===== src/rtl/lsu_ctrl.sv =====
// Load/store sequencing controller: issues one word-bus transaction per decoded
// load/store, returns the extended load result and flags op/alignment/bus errors.
module lsu_ctrl #(
  parameter int TIMEOUT = 255
) (
  input  logic        clk,
  input  logic        rst,
  input  logic        start,
  input  logic [7:0]  op,
  input  logic [31:0] addr,
  input  logic [31:0] wdata,
  output logic        busy,
  output logic        done,
  output logic        rd_we,
  output logic [31:0] rdata,
  output logic        misalign,
  output logic        op_err,
  output logic        bus_err,
  output logic        mem_req,
  output logic        mem_we,
  output logic [31:0] mem_addr,
  output logic [3:0]  mem_be,
  output logic [31:0] mem_wdata,
  input  logic        mem_ack,
  input  logic [31:0] mem_rdata
);

  typedef enum logic [1:0] {IDLE, ACCESS, RESP} state_t;

  localparam int CNT_W = (TIMEOUT > 0) ? $clog2(TIMEOUT + 1) : 1;
  localparam logic [CNT_W-1:0] CNT_LAST = CNT_W'((TIMEOUT > 0) ? TIMEOUT - 1 : 0);

  // size code: 0 = byte, 1 = half, 2 = word
  function automatic logic [1:0] op_size(input logic [7:0] o);
    if (o[0] | o[3] | o[5])      return 2'd0;
    else if (o[1] | o[4] | o[6]) return 2'd1;
    else if (o[2] | o[7])        return 2'd2;
    else                         return 2'd0;
  endfunction

  function automatic logic [3:0] lane_be(input logic [1:0] sz, input logic [1:0] a);
    case (sz)
      2'd0:    return 4'b0001 << a;
      2'd1:    return 4'b0011 << a;
      default: return 4'b1111;
    endcase
  endfunction

  function automatic logic [31:0] lane_wdata(input logic [1:0] sz, input logic [31:0] d);
    case (sz)
      2'd0:    return {4{d[7:0]}};
      2'd1:    return {2{d[15:0]}};
      default: return d;
    endcase
  endfunction

  function automatic logic [31:0] load_extend(input logic sx, input logic [1:0] sz,
                                              input logic [1:0] a, input logic [31:0] w);
    logic signed [7:0]  b;
    logic signed [15:0] h;
    logic signed [31:0] bx;
    logic signed [31:0] hx;
    b  = w[{a, 3'b000} +: 8];
    h  = w[{a[1], 4'b0000} +: 16];
    bx = b;
    hx = h;
    case (sz)
      2'd0:    return sx ? bx : {24'd0, b};
      2'd1:    return sx ? hx : {16'd0, h};
      default: return w;
    endcase
  endfunction

  state_t           state, state_d;
  logic [CNT_W-1:0] cnt;
  logic [1:0]       size_p1;
  logic [1:0]       addr_lo_p1;
  logic             sign_p1;
  logic             store_p1;

  logic [1:0] sz_in;
  logic       op_onehot, op_misalign, go_access, tmo_hit;
  logic       misalign_d, op_err_d, bus_err_d, rd_we_d;

  assign busy    = (state != IDLE);
  assign done    = (state == RESP);
  assign mem_req = (state == ACCESS);
  assign mem_we  = mem_req & store_p1;

  always_comb begin
    sz_in       = op_size(op);
    op_onehot   = (op != 8'd0) && ((op & (op - 8'd1)) == 8'd0);
    op_misalign = ((sz_in == 2'd2) && (addr[1:0] != 2'b00)) ||
                  ((sz_in == 2'd1) && addr[0]);
    tmo_hit     = (TIMEOUT != 0) && (cnt == CNT_LAST);
    state_d     = state;
    go_access   = 1'b0;
    misalign_d  = 1'b0;
    op_err_d    = 1'b0;
    bus_err_d   = 1'b0;
    rd_we_d     = 1'b0;
    case (state)
      IDLE: begin
        if (start) begin
          if (!op_onehot) begin
            state_d  = RESP;
            op_err_d = 1'b1;
          end else if (op_misalign) begin
            state_d    = RESP;
            misalign_d = 1'b1;
          end else begin
            state_d   = ACCESS;
            go_access = 1'b1;
          end
        end
      end
      ACCESS: begin
        // ack takes priority over a coincident timeout
        if (mem_ack) begin
          state_d = RESP;
          rd_we_d = !store_p1;
        end else if (tmo_hit) begin
          state_d   = RESP;
          bus_err_d = 1'b1;
        end
      end
      RESP:    state_d = IDLE;
      default: state_d = IDLE;
    endcase
  end

  always_ff @(posedge clk) begin
    if (rst) state <= IDLE;
    else     state <= state_d;
  end

  // request capture stage: bus fields held stable for the whole access
  always_ff @(posedge clk) begin
    if (rst) begin
      cnt        <= '0;
      misalign   <= 1'b0;
      op_err     <= 1'b0;
      bus_err    <= 1'b0;
      rd_we      <= 1'b0;
      rdata      <= '0;
      mem_addr   <= '0;
      mem_be     <= '0;
      mem_wdata  <= '0;
      size_p1    <= '0;
      addr_lo_p1 <= '0;
      sign_p1    <= 1'b0;
      store_p1   <= 1'b0;
    end else begin
      misalign <= misalign_d;
      op_err   <= op_err_d;
      bus_err  <= bus_err_d;
      rd_we    <= rd_we_d;
      if (go_access) begin
        cnt        <= '0;
        mem_addr   <= {addr[31:2], 2'b00};
        mem_be     <= lane_be(sz_in, addr[1:0]);
        mem_wdata  <= lane_wdata(sz_in, wdata);
        size_p1    <= sz_in;
        addr_lo_p1 <= addr[1:0];
        sign_p1    <= op[0] | op[1];
        store_p1   <= op[5] | op[6] | op[7];
      end else if ((state == ACCESS) && !mem_ack) begin
        cnt <= cnt + CNT_W'(1);
      end
      // response stage: load lane extracted on the ack edge
      if (rd_we_d) rdata <= load_extend(sign_p1, size_p1, addr_lo_p1, mem_rdata);
    end
  end

endmodule

===== config.mk =====
export PLATFORM = sky130hd
export DESIGN_NAME = lsu_ctrl
export DESIGN_NICKNAME = d
export VERILOG_FILES = /design/src/rtl/lsu_ctrl.sv
export SDC_FILE = /design/constraint.sdc
export NUM_CORES = 1
export LEC_CHECK = 0
export BUFFER_PORTS_ARGS = -buffer_cell sky130_fd_sc_hd__buf_2
export CORE_MARGIN = 2
export CORE_UTILIZATION = 40
export CTS_CLUSTER_DIAMETER = 80
export CTS_CLUSTER_SIZE = 20
export DETAILED_ROUTE_END_ITERATION = 6
export PLACE_DENSITY = 0.78
export SLEW_MARGIN = 25
export SYNTH_ARGS = -nofsm -noshare
export SYNTH_HDL_FRONTEND = slang
export SYNTH_SLANG_ARGS = --single-unit

===== constraint.sdc =====
create_clock -name clk -period 2.2 [get_ports clk]
set_clock_uncertainty 0.15 [all_clocks]
set_input_delay 0.11 -clock clk [delete_from_list [all_inputs] [get_ports clk]]
set_output_delay 0.11 -clock clk [all_outputs]
set_load 0.005 [all_outputs]

==> parameters.txt, run 1 <==
Parameter                              Value

STA
  Unrepaired setup endpoints after global routing    true
  Final worst slack    between 0.01 and 0.015 ns
  Total negative setup slack    0 ns
  Maximum clock frequency    roughly 460 MHz
  Clock period minus final worst setup slack    2.19 ns
  Max transition margin    62.5%
  Count of pins over their slew limit    0
  Setup violators final    0
  Final Hold Viols    0
  Final critical-path share of the clock period    99.4%
  Slew of the pin with the lowest slew margin    0.560 ns

Hold path
  Hold/Removal Path Class    input port to register
  Worst min-delay path startpoint    mem_rdata[14]

Synth
  Cell taking the most area after synthesis    dfxtp_1
  Async set-reset flop share out of synthesis    0%
  Sequential area share after synthesis    between 40% and 50%
  Mapped cell area    ~5700 µm²
  Netlist cell types    54
  Most used flip-flop cell after synthesis    dfxtp_1
  Register bit count reported by yosys    118
  Post-Synthesis Mean Instance Area    between 8 and 9 µm²
  Area contributors post-synth    dfxtp_1 (41%), o31ai_1 (6.5%), nand4_1 (5.7%), a21oi_1 (5.2%), a211oi_1 (4.3%)
  Gate Count Post-Synth    a little under 700
  Post-synth EDFFs    0
  Yosys warning count    0
  Area fraction of the dominant cell type after synthesis    between 40% and 50%

Setup path
  Path type of the worst setup path    input port to register
  Startpoint types    input port
  Source of the worst register-to-register timing path    state[0]
  CP Launch Point    addr[0]
  Worst reg2reg setup slack    around 0.11 ns
  RR Endpoint    mem_addr[2]
  Depth of the worst register-to-register path    7
  CP arrival    roughly 2.3 ns
  CP Capture Point    mem_addr[2]
  Largest fanout on the critical path    26
  Kind of end point of the critical path    register
  Required time of the critical path    around 2.4 ns

Placed design
  Post-DP HPWL    around 13000 µm
  Count of input and output buffers    213
  Worst-case setup slack after placement    roughly 0.12 ns
  Weighted congestion reported at the end of routability-driven placement    slightly above 0.9
  Cell area after placement    roughly 7100 µm²

Job
  Max-cap violations    0

Drt
  Pre-Repair DR Iteration Count    5
  Final routed DRC violation total    0
  Via count    approximately 7000
  Vias per cell    slightly below 6
  Detailed Route WL    21700 µm
  ANT nets after route    0
  Violation count after the first detailed-routing iteration    650
  Average wire length per cell after detail routing    18.4 µm

Layout
  Number of filler cells placed in the layout    between 1000 and 1500
  Ratio of cells with drive above 1 in the final layout    between 30 and 40%
  Most common cell after layout, fill and taps aside    buf_2
  Post-route cell area    8790 µm²
  Area of the multi-input gates    3050 µm²
  Count of antenna diodes in the layout    0
  Most frequent cells in the layout    buf_2 (212), dfxtp_1 (117), dlygate4sd3_1 (100)
  FF/Latch Area    2360 µm²
  Synth-to-layout area growth    53.1%
  Final net count    about 1100

Global routing
  Initial antenna violation count    0
  Aggregate global-route resource usage    between 20% and 30%
  Maximum number of pins on one net before global-route repair    52
  Vias in the first global route    ~6600
  Residual overflow from global routing    0
  Global-route wire length before repair    around 33000 µm

Clock network
  H-Tree Level Count    4
  Worst-case clock buffer depth    2
  CTS buffer count    17
  CTS root buffer    clkbuf_16
  Clock tree from TritonCTS    done
  Clock latency on the worst-skew pair    0.41 ns
  Reg clk slew, reported paths    around 0.060 ns
  Number of clock sinks    ~120

Floorplanning
  I/O pin count    between 200 and 250
  Std-Cell Rows    43
  Die area    roughly 15000 µm²
  Die span in x    about 120 µm
  Overall die height    approximately 120 µm
  Placeable Area    13900 µm²
  Initial Utilization    slightly above 40%

Outcome
  Outcome    finished clean

Power and ir drop
  Leakage power of the design    about 3.6 nW
  Power per unit of standard cell area    ~650 nW/µm²
  VDD IR max    between 0.5 and 0.6 mV
[worst max-delay path: stages]
cell	delay (ns)
dlygate4sd3_1	0.52
buf_2	0.19
a41o_1	0.26
a21boi_4	0.16
buf_12	0.17
o31ai_2	0.19
a21oi_1	0.10
dlygate4sd3_1	0.60
[synth_stat cells (all sizes together) (3+ instances only)]
cell type and instances:
a211oi 33, a21oi 60, a22oi 7, a31oi 29, and3 5, buf 25
clkbuf 52, dfxtp 118, inv 12, mux2i 19, nand2 55, nand3 13
nand4 52, nor2 40, nor2b 6, nor3 21, nor3b 6, nor4 9
o21ai 20, o221ai 8, o2bb2ai 9, o31ai 50, or2 3, xor2 7
[layout make-up]
class | count | share of cell area (%)
Clock inverter | 7 | 1.34
Sequential cell | 118 | 26.9
Timing Repair Buffer | 353 | 28.4
Inverter | 12 | 0.513
Clock buffer | 25 | 5.64
Multi-Input combinational cell | 481 | 34.7
Tap cell | 180 | 2.56
[power by group]
group,internal [W],total (W),switching [W]
Combinational,0.000300,0.000637,0.000337
Sequential,0.00216,0.00217,0.0000113
Clock,0.00190,0.00288,0.000980
[per-layer routing]
layer  track usage, %  vias to the layer above  share of wire [%]
met3             7.74                       97                 10
met4             15.3                        0                4.3
met1             31.3                     3200                 38
met2             45.6                      490                 48
li1                 -                     3193                  -
met5                0                        -                  0
[cell families (layout without fill, tap and decap cells)]
family	after synthesis	after routing	synth area share [%]
and+or+nand+nor	219	219	19.8
DFF	118	118	41.2
muxes	19	19	3.31
buffers and inverters	89	397	6.76
xor gates and xnor gates	8	8	1.22
other	1	2	0.0653
AOI/OAI and AO/OA	231	231	27.3
adders and majority gates	2	2	0.436
[registers in the layout, summed over array words and instances, names as in the netlist, 2 cells and up]
name and cells:
state 2, mem_wdata 32, rdata 32, cnt 8, mem_addr 30, size_p1 2, addr_lo_p1 2, mem_be 4
[per-stage QoR]
stage	hold WS [ns]	total power (W)	util [%]	std cells
CTS	0.00119	0.00567	62.5	1174
floorplan	0.110	0.00243	-	688
finish	0.0226	0.00568	63.1	1176
global placement	0.217	0.00267	50.9	1041
global route	0.00630	0.00585	63.1	1176
detailed placement	0.224	0.00267	50.9	1041
[worst min path at each step]
stage / endpoint / slack, ns / depth (start not counted)
after floorplan: mem_addr[10] / 0.11 / 2
after global placement: mem_addr[2] / 0.22 / 3
after detailed placement: mem_addr[14] / 0.22 / 3
after CTS: rdata[14] / 0.001 / 3
after global routing: rdata[8] / 0.006 / 3
final: rdata[14] / 0.02 / 3
[what timing repair did]
item                                   4_1_cts  5_1_grt
setup endpoints to repair                    0        6
endpoints found under the hold margin       97        0
hold buffers                               101        0
buffers inserted                             0        1
resized for setup                            0       12
No activity file was read; power rests on OpenSTA's default activity.
==> run 2, diff against run 1 <==
Settings changed: PLACE_DENSITY 0.78 to unset, PLACE_DENSITY_LB_ADDON set to 0.1.
==> parameters.txt, run 2 (synthesis results as in run 1) <==
Parameter                              Value

Drt
  Detailed Route WL    20200 µm (was 21700 µm)
  ANT nets after route    0 (unchanged)
  Violation count after the first detailed-routing iteration    598 (was 650)
  Final routed DRC violation total    0 (unchanged)
  Pre-Repair DR Iteration Count    5 (unchanged)
  Via count    6602 (was 6980)
  Vias per cell    5.68 (was 5.94)
  Average wire length per cell after detail routing    17.4 µm (was 18.4 µm)

Setup path
  Startpoint types    register (was input port)
  Cell at the slowest stage of the critical path    dfxtp_1 (was dlygate4sd3_1)
  Kind of cell adding the most delay to the critical path    compound AO/OA/AOI/OAI gates (was buffers and inverters)
  CP Cell Sequence    nor2b_1 -> nand3b_1 -> a31oi_2 -> o31a_1 -> buf_12 -> a211oi_1 (was dlygate4sd3_1 -> buf_2 -> a41o_1 -> a21boi_4 -> buf_12 -> o31ai_2 -> a21oi_1 -> dlygate4sd3_1)
  CP arrival    2.13 ns (was 2.33 ns)
  Kind of end point of the critical path    register (unchanged)
  Worst reg2reg setup slack    0.18 ns (was 0.11 ns)
  Combined buffer and inverter count along the critical path    1 (was 4)
  Source of the worst register-to-register timing path    state[0] (unchanged)
  Required time of the critical path    2.31 ns (was 2.35 ns)
  Largest fanout on the critical path    12 (was 26)
  Path type of the worst setup path    register to register (was input port to register)
  Depth of the worst register-to-register path    6 (was 7)
  Largest stage delay on the critical path    0.43 ns (was 0.60 ns)
  RR Endpoint    rdata[16] (was mem_addr[2])

Floorplanning
  Std-Cell Rows    43 (unchanged)
  Die area    15300 µm² (unchanged)
  Placeable Area    13900 µm² (unchanged)
  Overall die height    124 µm (unchanged)
  Die span in x    124 µm (unchanged)
  Initial Utilization    41.2% (unchanged)
  I/O pin count    216 (unchanged)

STA
  Max transition margin    60.4% (was 62.5%)
  Slew of the pin with the lowest slew margin    0.594 ns (was 0.560 ns)
  Maximum clock frequency    494 MHz (was 457 MHz)
  Unrepaired setup endpoints after global routing    false (was true)
  Setup violators final    0 (unchanged)
  Final worst slack    0.176 ns (was 0.0132 ns)
  Count of pins over their slew limit    0 (unchanged)
  Final worst hold slack    0.0319 ns (was 0.0226 ns)
  Final critical-path share of the clock period    92.0% (was 99.4%)
  Final Hold Viols    0 (unchanged)
  Total negative setup slack    0 ns (unchanged)
  Clock period minus final worst setup slack    2.02 ns (was 2.19 ns)

Placed design
  Weighted congestion reported at the end of routability-driven placement    0.887 (was 0.925)
  Count of input and output buffers    213 (unchanged)
  Worst-case setup slack after placement    0.119 ns (was 0.120 ns)
  Number of placed cells counting well taps    1038 (was 1041)
  Post-DP HPWL    13000 µm (was 13200 µm)

Clock network
  Reg clk slew, reported paths    0.05 ns (was 0.06 ns)
  Clock latency on the worst-skew pair    0.41 ns (about the same)
  CTS buffer count    17 (unchanged)
  Worst-case clock buffer depth    2 (unchanged)
  Clock tree from TritonCTS    done (unchanged)
  CTS root buffer    clkbuf_16 (unchanged)
  H-Tree Level Count    4 (unchanged)
  Number of clock sinks    118 (unchanged)

Layout
  Final net count    1081 (was 1093)
  Synth-to-layout area growth    50.3% (was 53.1%)
  Ratio of cells with drive above 1 in the final layout    29.9% (was 30.2%)
  Largest registers    mem_wdata: 32 flops, rdata: 32 flops, mem_addr: 30 flops (unchanged)
  Count of antenna diodes in the layout    0 (unchanged)
  Number of non-filler instances in the completed layout    1163 (was 1176)
  Most frequent cells in the layout    buf_2 (212), dfxtp_1 (118), dlygate4sd3_1 (94) (was buf_2 (212), dfxtp_1 (117), dlygate4sd3_1 (100))
  Most common cell after layout, fill and taps aside    buf_2 (unchanged)

Hold path
  Hold/Removal Path Class    input port to register (unchanged)
  Worst min-delay path startpoint    mem_rdata[5] (was mem_rdata[14])
  Cell depth of the worst min-delay path    3 (unchanged)
  Sink of the worst hold path    rdata[5] (was rdata[14])

Global routing
  Vias in the first global route    6475 (was 6599)
  Maximum number of pins on one net before global-route repair    54 (was 52)
  Residual overflow from global routing    0 (unchanged)
  Initial antenna violation count    0 (unchanged)
  Aggregate global-route resource usage    26.4% (was 27.3%)
  Global-route wire length before repair    32000 µm (was 32800 µm)

Power and ir drop
  VDD IR max    0.541 mV (was 0.528 mV)
  Power per unit of standard cell area    647 nW/µm² (about the same)
  Leakage power of the design    3.46 nW (was 3.57 nW)

Job
  Max-cap violations    0 (unchanged)

Outcome
  Outcome    finished clean (unchanged)
run 2: cell types whose count changed in the layout (fill, tap and decap cells not counted), moves of 2 or more:
cell	delta
o31ai_2	-2
buf_4	-3
clkbuf_1	-2
dlygate4sd3_1	-6
clkinv_2	+3
o31ai_1	+2
run 2: final cells by class:
cell class | count | area (µm²)
Fill cell | 1192 | 5310
Tap cell | 180 | 225
Inverter | 12 | 45.0
Sequential cell | 118 | 2360
Timing Repair Buffer | 341 | 2360
Multi-Input combinational cell | 481 | 3030
Clock inverter | 9 | 125
Clock buffer | 22 | 474
run 2: what timing repair did:
action / in CTS / in global routing
setup buffers: 0 / 0
endpoints found under the setup margin: 0 / 2
hold buffers: 94 / 0
hold endpoints to repair: 94 / 0
resized for setup: 0 / 2
run 2: stage by stage:
stage | power, W | instance area, µm² | util (%)
2_1_floorplan | 0.00243 | 5750 | -
3_3_place_gp | 0.00266 | 7080 | 50.8
3_5_place_dp | 0.00266 | 7080 | 50.8
4_1_cts | 0.00561 | 8620 | 61.8
5_1_grt | 0.00577 | 8630 | 61.9
6_report | 0.00558 | 8630 | 61.9
run 2: where the power goes:
part / internal, W / total (W) / switching (W)
logic: 0.000283 / 0.000601 / 0.000318
clock network: 0.00185 / 0.00282 / 0.000962
registers: 0.00216 / 0.00217 / 0.0000102
run 2: worst max path at each step:
stage,from,to,slack (ns),cells past startpoint
final,state[0],rdata[16],0.18,6
after global routing,state[0],rdata[16],0.03,6
after CTS,op[0],mem_wdata[11],0.20,9
after detailed placement,op[5],mem_addr[14],0.12,7
after global placement,op[5],mem_wdata[29],0.13,7
after floorplan,addr_lo_p1[1],rdata[18],0.08,7
run 2: tightest hold or removal path, delay by kind of cell:
family,cells,cell delay [ns]
AO/OA/AOI/OAI,2,0.31
buffers and inverters,1,0.11
run 2: layer usage:
layer | vias to the layer above | part of all wire (%) | wire length, µm | GRT usage [%]
met5 | - | 0 | 0 | 0
met4 | 0 | 2.6 | 524 | 11.2
met3 | 47 | 8.6 | 1730 | 6.96
met2 | 300 | 48 | 9650 | 43.8
met1 | 3079 | 41 | 8280 | 32.4
li1 | 3176 | - | - | -
